--- src/rtl/card_dealer_if.sv ---
// Request/card bus between the deck source and the player/dealer hand controllers.
// master drives draw/shuffle/seed controls; slave (the dealer) returns card data and strobes.
interface card_dealer_if;
    logic        i_drawReq;
    logic        i_dest;
    logic        i_shuffle;
    logic        i_seedLoad;
    logic [15:0] i_seed;
    logic        o_busy;
    logic        o_addPlayer;
    logic        o_addDealer;
    logic [3:0]  o_cardValue;
    logic [3:0]  o_cardRank;
    logic [1:0]  o_cardSuit;
    logic [5:0]  o_cardsRemaining;
    logic        o_deckEmpty;
    logic        o_error;

    modport master (
        output i_drawReq, i_dest, i_shuffle, i_seedLoad, i_seed,
        input  o_busy, o_addPlayer, o_addDealer, o_cardValue, o_cardRank,
               o_cardSuit, o_cardsRemaining, o_deckEmpty, o_error
    );

    modport slave (
        input  i_drawReq, i_dest, i_shuffle, i_seedLoad, i_seed,
        output o_busy, o_addPlayer, o_addDealer, o_cardValue, o_cardRank,
               o_cardSuit, o_cardsRemaining, o_deckEmpty, o_error
    );
endinterface

--- src/rtl/card_dealer.sv ---
// Single-deck card source: LFSR pick + linear probe over a 52-bit used mask (CARD_DEALER_STACKED_EN: sequential pick).
// Latency: add strobe 3..54 cycles after an accepted request; o_error one cycle after a rejected one.
// Backpressure: o_busy high while drawing; requests are ignored until it drops, shuffles are held until idle.
module card_dealer #(
    parameter logic [15:0] SEED = 16'hACE1
) (
    input logic          i_clk,
    input logic          i_reset,
    card_dealer_if.slave bus
);
    typedef enum logic [1:0] {IDLE, PICK, PROBE, DEAL} state_t;

    state_t      state_q, state_d;
    logic [15:0] lfsr_q;
    logic [51:0] used_q;
    logic [5:0]  idx_q;
    logic [5:0]  rem_q;
    logic        dest_q;
    logic        shuffle_pend_q;
    logic        add_player_q, add_dealer_q, error_q;
    logic [3:0]  value_q, rank_q;
    logic [1:0]  suit_q;

    logic        apply_shuffle, accept, deal, error_d;
    logic [5:0]  pick_idx, next_idx, suit_base;
    logic [1:0]  suit_d;
    logic [3:0]  rank_d;

    assign next_idx = (idx_q == 6'd51) ? 6'd0 : idx_q + 6'd1;

`ifdef CARD_DEALER_STACKED_EN
    logic [5:0] ptr_q;
    assign pick_idx = ptr_q;
`else
    // 64-entry LFSR window folded onto 52 slots; the probe absorbs the resulting bias.
    assign pick_idx = (lfsr_q[5:0] >= 6'd52) ? lfsr_q[5:0] - 6'd12 : lfsr_q[5:0];
`endif

    always_comb begin
        state_d       = state_q;
        apply_shuffle = 1'b0;
        accept        = 1'b0;
        deal          = 1'b0;
        error_d       = 1'b0;
        case (state_q)
            IDLE: begin
                if (bus.i_shuffle || shuffle_pend_q) begin
                    apply_shuffle = 1'b1;
                end else if (bus.i_drawReq) begin
                    if (rem_q == 6'd0) begin
                        error_d = 1'b1;
                    end else begin
                        accept  = 1'b1;
                        state_d = PICK;
                    end
                end
            end
            PICK:  state_d = PROBE;
            PROBE: begin
                if (!used_q[idx_q]) begin
                    deal    = 1'b1;
                    state_d = DEAL;
                end
            end
            DEAL:    state_d = IDLE;
            default: state_d = IDLE;
        endcase
    end

    always_comb begin
        if (idx_q >= 6'd39) begin
            suit_d    = 2'd3;
            suit_base = 6'd39;
        end else if (idx_q >= 6'd26) begin
            suit_d    = 2'd2;
            suit_base = 6'd26;
        end else if (idx_q >= 6'd13) begin
            suit_d    = 2'd1;
            suit_base = 6'd13;
        end else begin
            suit_d    = 2'd0;
            suit_base = 6'd0;
        end
        rank_d = 4'(idx_q - suit_base) + 4'd1;
    end

    always_ff @(posedge i_clk or posedge i_reset) begin
        if (i_reset) begin
            lfsr_q <= SEED;
        end else if (bus.i_seedLoad) begin
            lfsr_q <= (bus.i_seed == 16'd0) ? SEED : bus.i_seed;
        end else begin
            lfsr_q <= {1'b0, lfsr_q[15:1]} ^ (lfsr_q[0] ? 16'hB400 : 16'h0000);
        end
    end

    always_ff @(posedge i_clk or posedge i_reset) begin
        if (i_reset) begin
            state_q        <= IDLE;
            used_q         <= '0;
            idx_q          <= '0;
            rem_q          <= 6'd52;
            dest_q         <= 1'b0;
            shuffle_pend_q <= 1'b0;
            add_player_q   <= 1'b0;
            add_dealer_q   <= 1'b0;
            error_q        <= 1'b0;
            value_q        <= '0;
            rank_q         <= '0;
            suit_q         <= '0;
        end else begin
            state_q      <= state_d;
            error_q      <= error_d;
            add_player_q <= deal && !dest_q;
            add_dealer_q <= deal && dest_q;
            if (accept) dest_q <= bus.i_dest;
            if (state_q == PICK) begin
                idx_q <= pick_idx;
            end else if (state_q == PROBE && !deal) begin
                idx_q <= next_idx;
            end
            if (apply_shuffle) begin
                shuffle_pend_q <= 1'b0;
            end else if (bus.i_shuffle && state_q != IDLE) begin
                shuffle_pend_q <= 1'b1;
            end
            if (apply_shuffle) begin
                used_q <= '0;
                rem_q  <= 6'd52;
            end else if (deal) begin
                used_q[idx_q] <= 1'b1;
                rem_q         <= rem_q - 6'd1;
                rank_q        <= rank_d;
                suit_q        <= suit_d;
                value_q       <= (rank_d > 4'd10) ? 4'd10 : rank_d;
            end
        end
    end

`ifdef CARD_DEALER_STACKED_EN
    always_ff @(posedge i_clk or posedge i_reset) begin
        if (i_reset) begin
            ptr_q <= '0;
        end else if (apply_shuffle) begin
            ptr_q <= '0;
        end else if (deal) begin
            ptr_q <= next_idx;
        end
    end
`endif

    assign bus.o_busy           = (state_q != IDLE);
    assign bus.o_addPlayer      = add_player_q;
    assign bus.o_addDealer      = add_dealer_q;
    assign bus.o_cardValue      = value_q;
    assign bus.o_cardRank       = rank_q;
    assign bus.o_cardSuit       = suit_q;
    assign bus.o_cardsRemaining = rem_q;
    assign bus.o_deckEmpty      = (rem_q == 6'd0);
    assign bus.o_error          = error_q;
endmodule
--- src/flat_wrapper.sv ---
// flat-port wrapper written by rule: the top's interface ports become plain ports
module card_dealer_flat 
#(
    parameter logic [15:0] SEED = 16'hACE1
)
  (i_clk, i_reset, bus_i_drawReq, bus_i_dest, bus_i_shuffle, bus_i_seedLoad, bus_i_seed, bus_o_busy, bus_o_addPlayer, bus_o_addDealer, bus_o_cardValue, bus_o_cardRank, bus_o_cardSuit, bus_o_cardsRemaining, bus_o_deckEmpty, bus_o_error);
  card_dealer_if bus_i ();
  input logic i_clk;
  input logic i_reset;
  input wire logic [$bits(bus_i.i_drawReq)-1:0] bus_i_drawReq;
  input wire logic [$bits(bus_i.i_dest)-1:0] bus_i_dest;
  input wire logic [$bits(bus_i.i_shuffle)-1:0] bus_i_shuffle;
  input wire logic [$bits(bus_i.i_seedLoad)-1:0] bus_i_seedLoad;
  input wire logic [$bits(bus_i.i_seed)-1:0] bus_i_seed;
  output wire logic [$bits(bus_i.o_busy)-1:0] bus_o_busy;
  output wire logic [$bits(bus_i.o_addPlayer)-1:0] bus_o_addPlayer;
  output wire logic [$bits(bus_i.o_addDealer)-1:0] bus_o_addDealer;
  output wire logic [$bits(bus_i.o_cardValue)-1:0] bus_o_cardValue;
  output wire logic [$bits(bus_i.o_cardRank)-1:0] bus_o_cardRank;
  output wire logic [$bits(bus_i.o_cardSuit)-1:0] bus_o_cardSuit;
  output wire logic [$bits(bus_i.o_cardsRemaining)-1:0] bus_o_cardsRemaining;
  output wire logic [$bits(bus_i.o_deckEmpty)-1:0] bus_o_deckEmpty;
  output wire logic [$bits(bus_i.o_error)-1:0] bus_o_error;
  assign bus_i.i_drawReq = bus_i_drawReq;
  assign bus_i.i_dest = bus_i_dest;
  assign bus_i.i_shuffle = bus_i_shuffle;
  assign bus_i.i_seedLoad = bus_i_seedLoad;
  assign bus_i.i_seed = bus_i_seed;
  assign bus_o_busy = bus_i.o_busy;
  assign bus_o_addPlayer = bus_i.o_addPlayer;
  assign bus_o_addDealer = bus_i.o_addDealer;
  assign bus_o_cardValue = bus_i.o_cardValue;
  assign bus_o_cardRank = bus_i.o_cardRank;
  assign bus_o_cardSuit = bus_i.o_cardSuit;
  assign bus_o_cardsRemaining = bus_i.o_cardsRemaining;
  assign bus_o_deckEmpty = bus_i.o_deckEmpty;
  assign bus_o_error = bus_i.o_error;
  card_dealer #(.SEED(SEED)) u_core (.i_clk(i_clk), .i_reset(i_reset), .bus(bus_i));
endmodule
--- config.mk ---
export PLATFORM = sky130hd
export DESIGN_NAME = card_dealer_flat
export DESIGN_NICKNAME = d
export VERILOG_FILES = /design/src/rtl/card_dealer_if.sv /design/src/rtl/card_dealer.sv /design/src/flat_wrapper.sv
export SDC_FILE = /design/constraint.sdc
export NUM_CORES = 1
export LEC_CHECK = 0
export CAP_MARGIN = 15
export CORE_MARGIN = 10
export CORE_UTILIZATION = 25
export DETAILED_ROUTE_END_ITERATION = 7
export DONT_BUFFER_PORTS = 1
export MAX_ROUTING_LAYER = met4
export SLEW_MARGIN = 10
export SYNTH_ARGS = -nofsm -noshare
export SYNTH_HDL_FRONTEND = slang
export SYNTH_SLANG_ARGS = --single-unit
--- constraint.sdc ---
create_clock -name i_clk -period 6.3 [get_ports i_clk]
set_input_delay 0.63 -clock i_clk [delete_from_list [all_inputs] [get_ports i_clk]]
set_output_delay 0.63 -clock i_clk [all_outputs]
set_load 0.01 [all_outputs]
==> metrics.md <==
| Metric | Value |
|---|---|
| Clock Tree Root | clkbuf_16 |
| Met3 usage | 0.0232 |
| Internal power | between 1 and 1.5 mW |
| Die area | approximately 0.025 mm² |
| Routing usage on met1 | 0.113 |
| Final Hold Fails | 0 |
| Clock share of power | 0.211 |
| CTS tree | yes |
| Crit end category | flip-flop |
| Syn nets | ~510 |
| Seq pwr share | 0.390 |
| Post_cts resized | 0 |
| Req. time, crit path | 6.54 ns |
| Outcome | completed |
| Post-DP HPWL | between 8000 and 9000 µm |
| Cell Pwr Density | between 400 and 500 mW/mm² |
| Clk buf depth | 2 |
| Leakage | 2.21 nW |
| Footprint of the multi-input gates | approximately 0.0022 mm² |
| CP Launch Type | flip-flop |
| Hold Path Class | in -> async |
| Seq cells post-synth | between 90 and 100 |
| Tcrit/Tclk final | 0.608 |
| Skew final | between 0.008 and 0.009 ns |
| Avg Vias per Cell | 4.84 |
| Area grow syn2layout | 10.8% |
| Vias | around 3500 |
| Most common cell after layout, fill and taps aside | dfrtp_1 |
| CTS Buf Count | 9 |
| Logic pwr share | 0.399 |
| Grt total ovfl | 0 |
| Avg Cell Area, Syn | 10.3 µm² |
| Placed Area | 0.00510 mm² |
| Final worst slack | about 2.5 ns |
| Max H-tree Level | 3 |
| Final instance area | about 0.0054 mm² |
| Met2 Use GR | 0.149 |
| Residual DRC | 0 |
| Sw Share | 0.416 |
| Wire per inst | approximately 16 µm |
| Antenna Violating Nets Remaining | 0 |
| Reg area | roughly 0.0024 mm² |
| Pre-antenna DRT Iters | 5 |
| Global routing's busiest layer | met2 |
| Clock-pin slew on the worst setup and hold paths | about 0.060 ns |
| DRT iter0 DRCs | 314 |
| Core area | approximately 0.019 mm² |
| Clock Sinks | 97 |
| Port Buffer Count | 0 |
| Die X | 159 µm |
| Rows | 50 |
| Psw | 1.03 mW |
| Layout cell share with drive strength beyond 1 | 0.140 |
| Fmax | between 0.2 and 0.3 GHz |
| Post-Synthesis Cells | 471 |
| Synth area leader | dfrtp_1 |
| Final setup viols | 0 |
| Initial Util | 0.257 |
| # hold bufs at CTS | 0 |
| Max Cap Viol | 0 |
| Place WS | around 2.5 ns |
| RSZ-0062 raised after global routing | false |
| Mapped Area | just under 0.005 mm² |
| All-Layer GR Usage | 0.0943 |
| Final critical-path required period | 3.83 ns |
| Setup TNS | 0 ns |
| Crit path DAT | 4.07 ns |
| Slew Limit Fails | 0 |
| DIE HEIGHT | 159 µm |
| WS Path Type | reg -> reg |
| Post-synth EDFFs | 0 |
| Most area-consuming cells after synthesis | dfrtp_1 44%, dfstp_2 5.9%, o21ai_0 5.6% |
| Post-CTS Setup Repair Bufs | 0 |
| Routability cong. | 0.811 |
| Most frequent cells in the layout | 86 x dfrtp_1, 71 x nand2_1, 53 x o21ai_0, 21 x inv_1, 19 x nor2_1 |
| Synth async-reset ratio | 1.00 |
| Fin nets | around 500 |
| Yosys cell types | approximately 60 |
| First-pass GRT wire length | 19200 µm |
| Post-synthesis sequential area ratio | 0.502 |
| Worst-Skew Late Latency | between 0.3 and 0.4 ns |
| Main flop type after synthesis | dfrtp_1 |
| Ant diodes | 0 |
| Ports | 43 |
| Yosys Warn Count | 0 |
| Largest net degree at the start of global routing | 75 |
| Crit-path max FO | 20 |
| Drt total wl | between 10000 and 15000 µm |
| Fillcell total | between 2000 and 2500 |
| Vias in the first global route | 3558 |
| Post-synth top area share | 0.443 |
| Worst slew pin tran | between 0.9 and 1 ns |
| Worst slew margin | 0.370 |
| Initial antenna violation count | 0 |
| VDD IR max | between 0.2 and 0.25 mV |
-- routing by layer --
layer	wire (µm)	vias up
li1	-	1642
met1	5130	1749
met2	5750	93
met3	670	23
met4	242	0
met5	0	-
-- flip-flops by register name, indices dropped and copies added (netlist names), 2 cells and up --
signal,count
u_core.state_q,2
u_core.used_q,52
u_core.bus.o_cardRank,4
u_core.bus.o_cardsRemaining,6
u_core.idx_q,6
u_core.lfsr_q,16
u_core.bus.o_cardValue,4
u_core.bus.o_cardSuit,2
-- critical path, stage by stage (launching register included) --
cell     delay (ns)
dfrtp_1        0.84
inv_1          0.36
ha_1           0.30
o31ai_1        0.26
a32oi_1        0.09
a21oi_1        0.43
xnor2_1        0.16
fa_1           0.44
xnor2_1        0.37
o21ai_0        0.22
o31ai_1        0.24
-- cells in the mapped netlist (all sizes together), types with 5 or more instances --
| cell type | n |
|---|---|
| o22a | 9 |
| buf | 9 |
| mux2 | 18 |
| nor2b | 6 |
| or3 | 11 |
| o31ai | 8 |
| dfstp | 11 |
| nand2 | 71 |
| xnor2 | 7 |
| inv | 22 |
| nor4 | 5 |
| a21oi | 10 |
| mux2i | 13 |
| ha | 14 |
| dfrtp | 86 |
| o21ai | 61 |
| mux4 | 5 |
| nor2 | 20 |
| clkbuf | 18 |
| nand3 | 17 |
-- power groups by stage --
stage          Combinational, mW  Clock, mW  Sequential (mW)
2_1_floorplan              0.826          0            0.877
3_3_place_gp               0.961          0            0.976
3_5_place_dp               0.990          0            0.984
4_1_cts                    0.995      0.535            0.973
5_1_grt                     1.11      0.564            0.993
6_report                   0.991      0.524            0.967
-- metrics by stage --
step	hold slack (ns)	util	power (mW)	instances
after floorplan	0.420	-	1.70	471
after global placement	0.453	0.270	1.94	708
after detailed placement	0.446	0.270	1.97	708
after CTS	0.142	0.285	2.50	724
after global routing	0.153	0.285	2.66	724
final	0.140	0.285	2.48	724
-- final cells by class --
type | count | area share
Sequential cell | 97 | 0.453
Tap cell | 260 | 0.0604
Clock inverter | 2 | 0.00232
Clock buffer | 14 | 0.0508
Inverter | 22 | 0.0156
Multi-Input combinational cell | 325 | 0.412
Timing Repair Buffer | 4 | 0.00557
-- path summary, 6_finish.rpt --
check                                start  slack, ns  cells past startpoint                         to
setup / recovery           u_core.idx_q[0]       2.47                     10  u_core.bus.o_cardValue[0]
min in group i_clk          bus_i_seedLoad       0.38                      1           u_core.lfsr_q[2]
hold / removal                     i_reset       0.14                      1           u_core.lfsr_q[8]
max in group asynchronous          i_reset       4.92                      2   u_core.bus.o_cardSuit[1]
hold reg to reg              u_core.dest_q       0.44                      1     u_core.bus.o_addPlayer
setup reg to reg           u_core.idx_q[0]       2.47                     10  u_core.bus.o_cardValue[0]
-- kinds of logic (layout without fill, tap and decap cells) --
family                   Yosys count  in the layout  share of synthesized area
AO/OA/AOI/OAI                    114            114                      0.155
XOR/XNOR                          10             10                     0.0180
adder cells (fa/ha/maj)           15             15                     0.0401
buffers and inverters             49             42                     0.0435
flip-flops                        97             97                      0.502
multiplexers                      36             36                     0.0939
AND/OR/NAND/NOR                  150            150                      0.148
(Power assumes the default switching activity.)
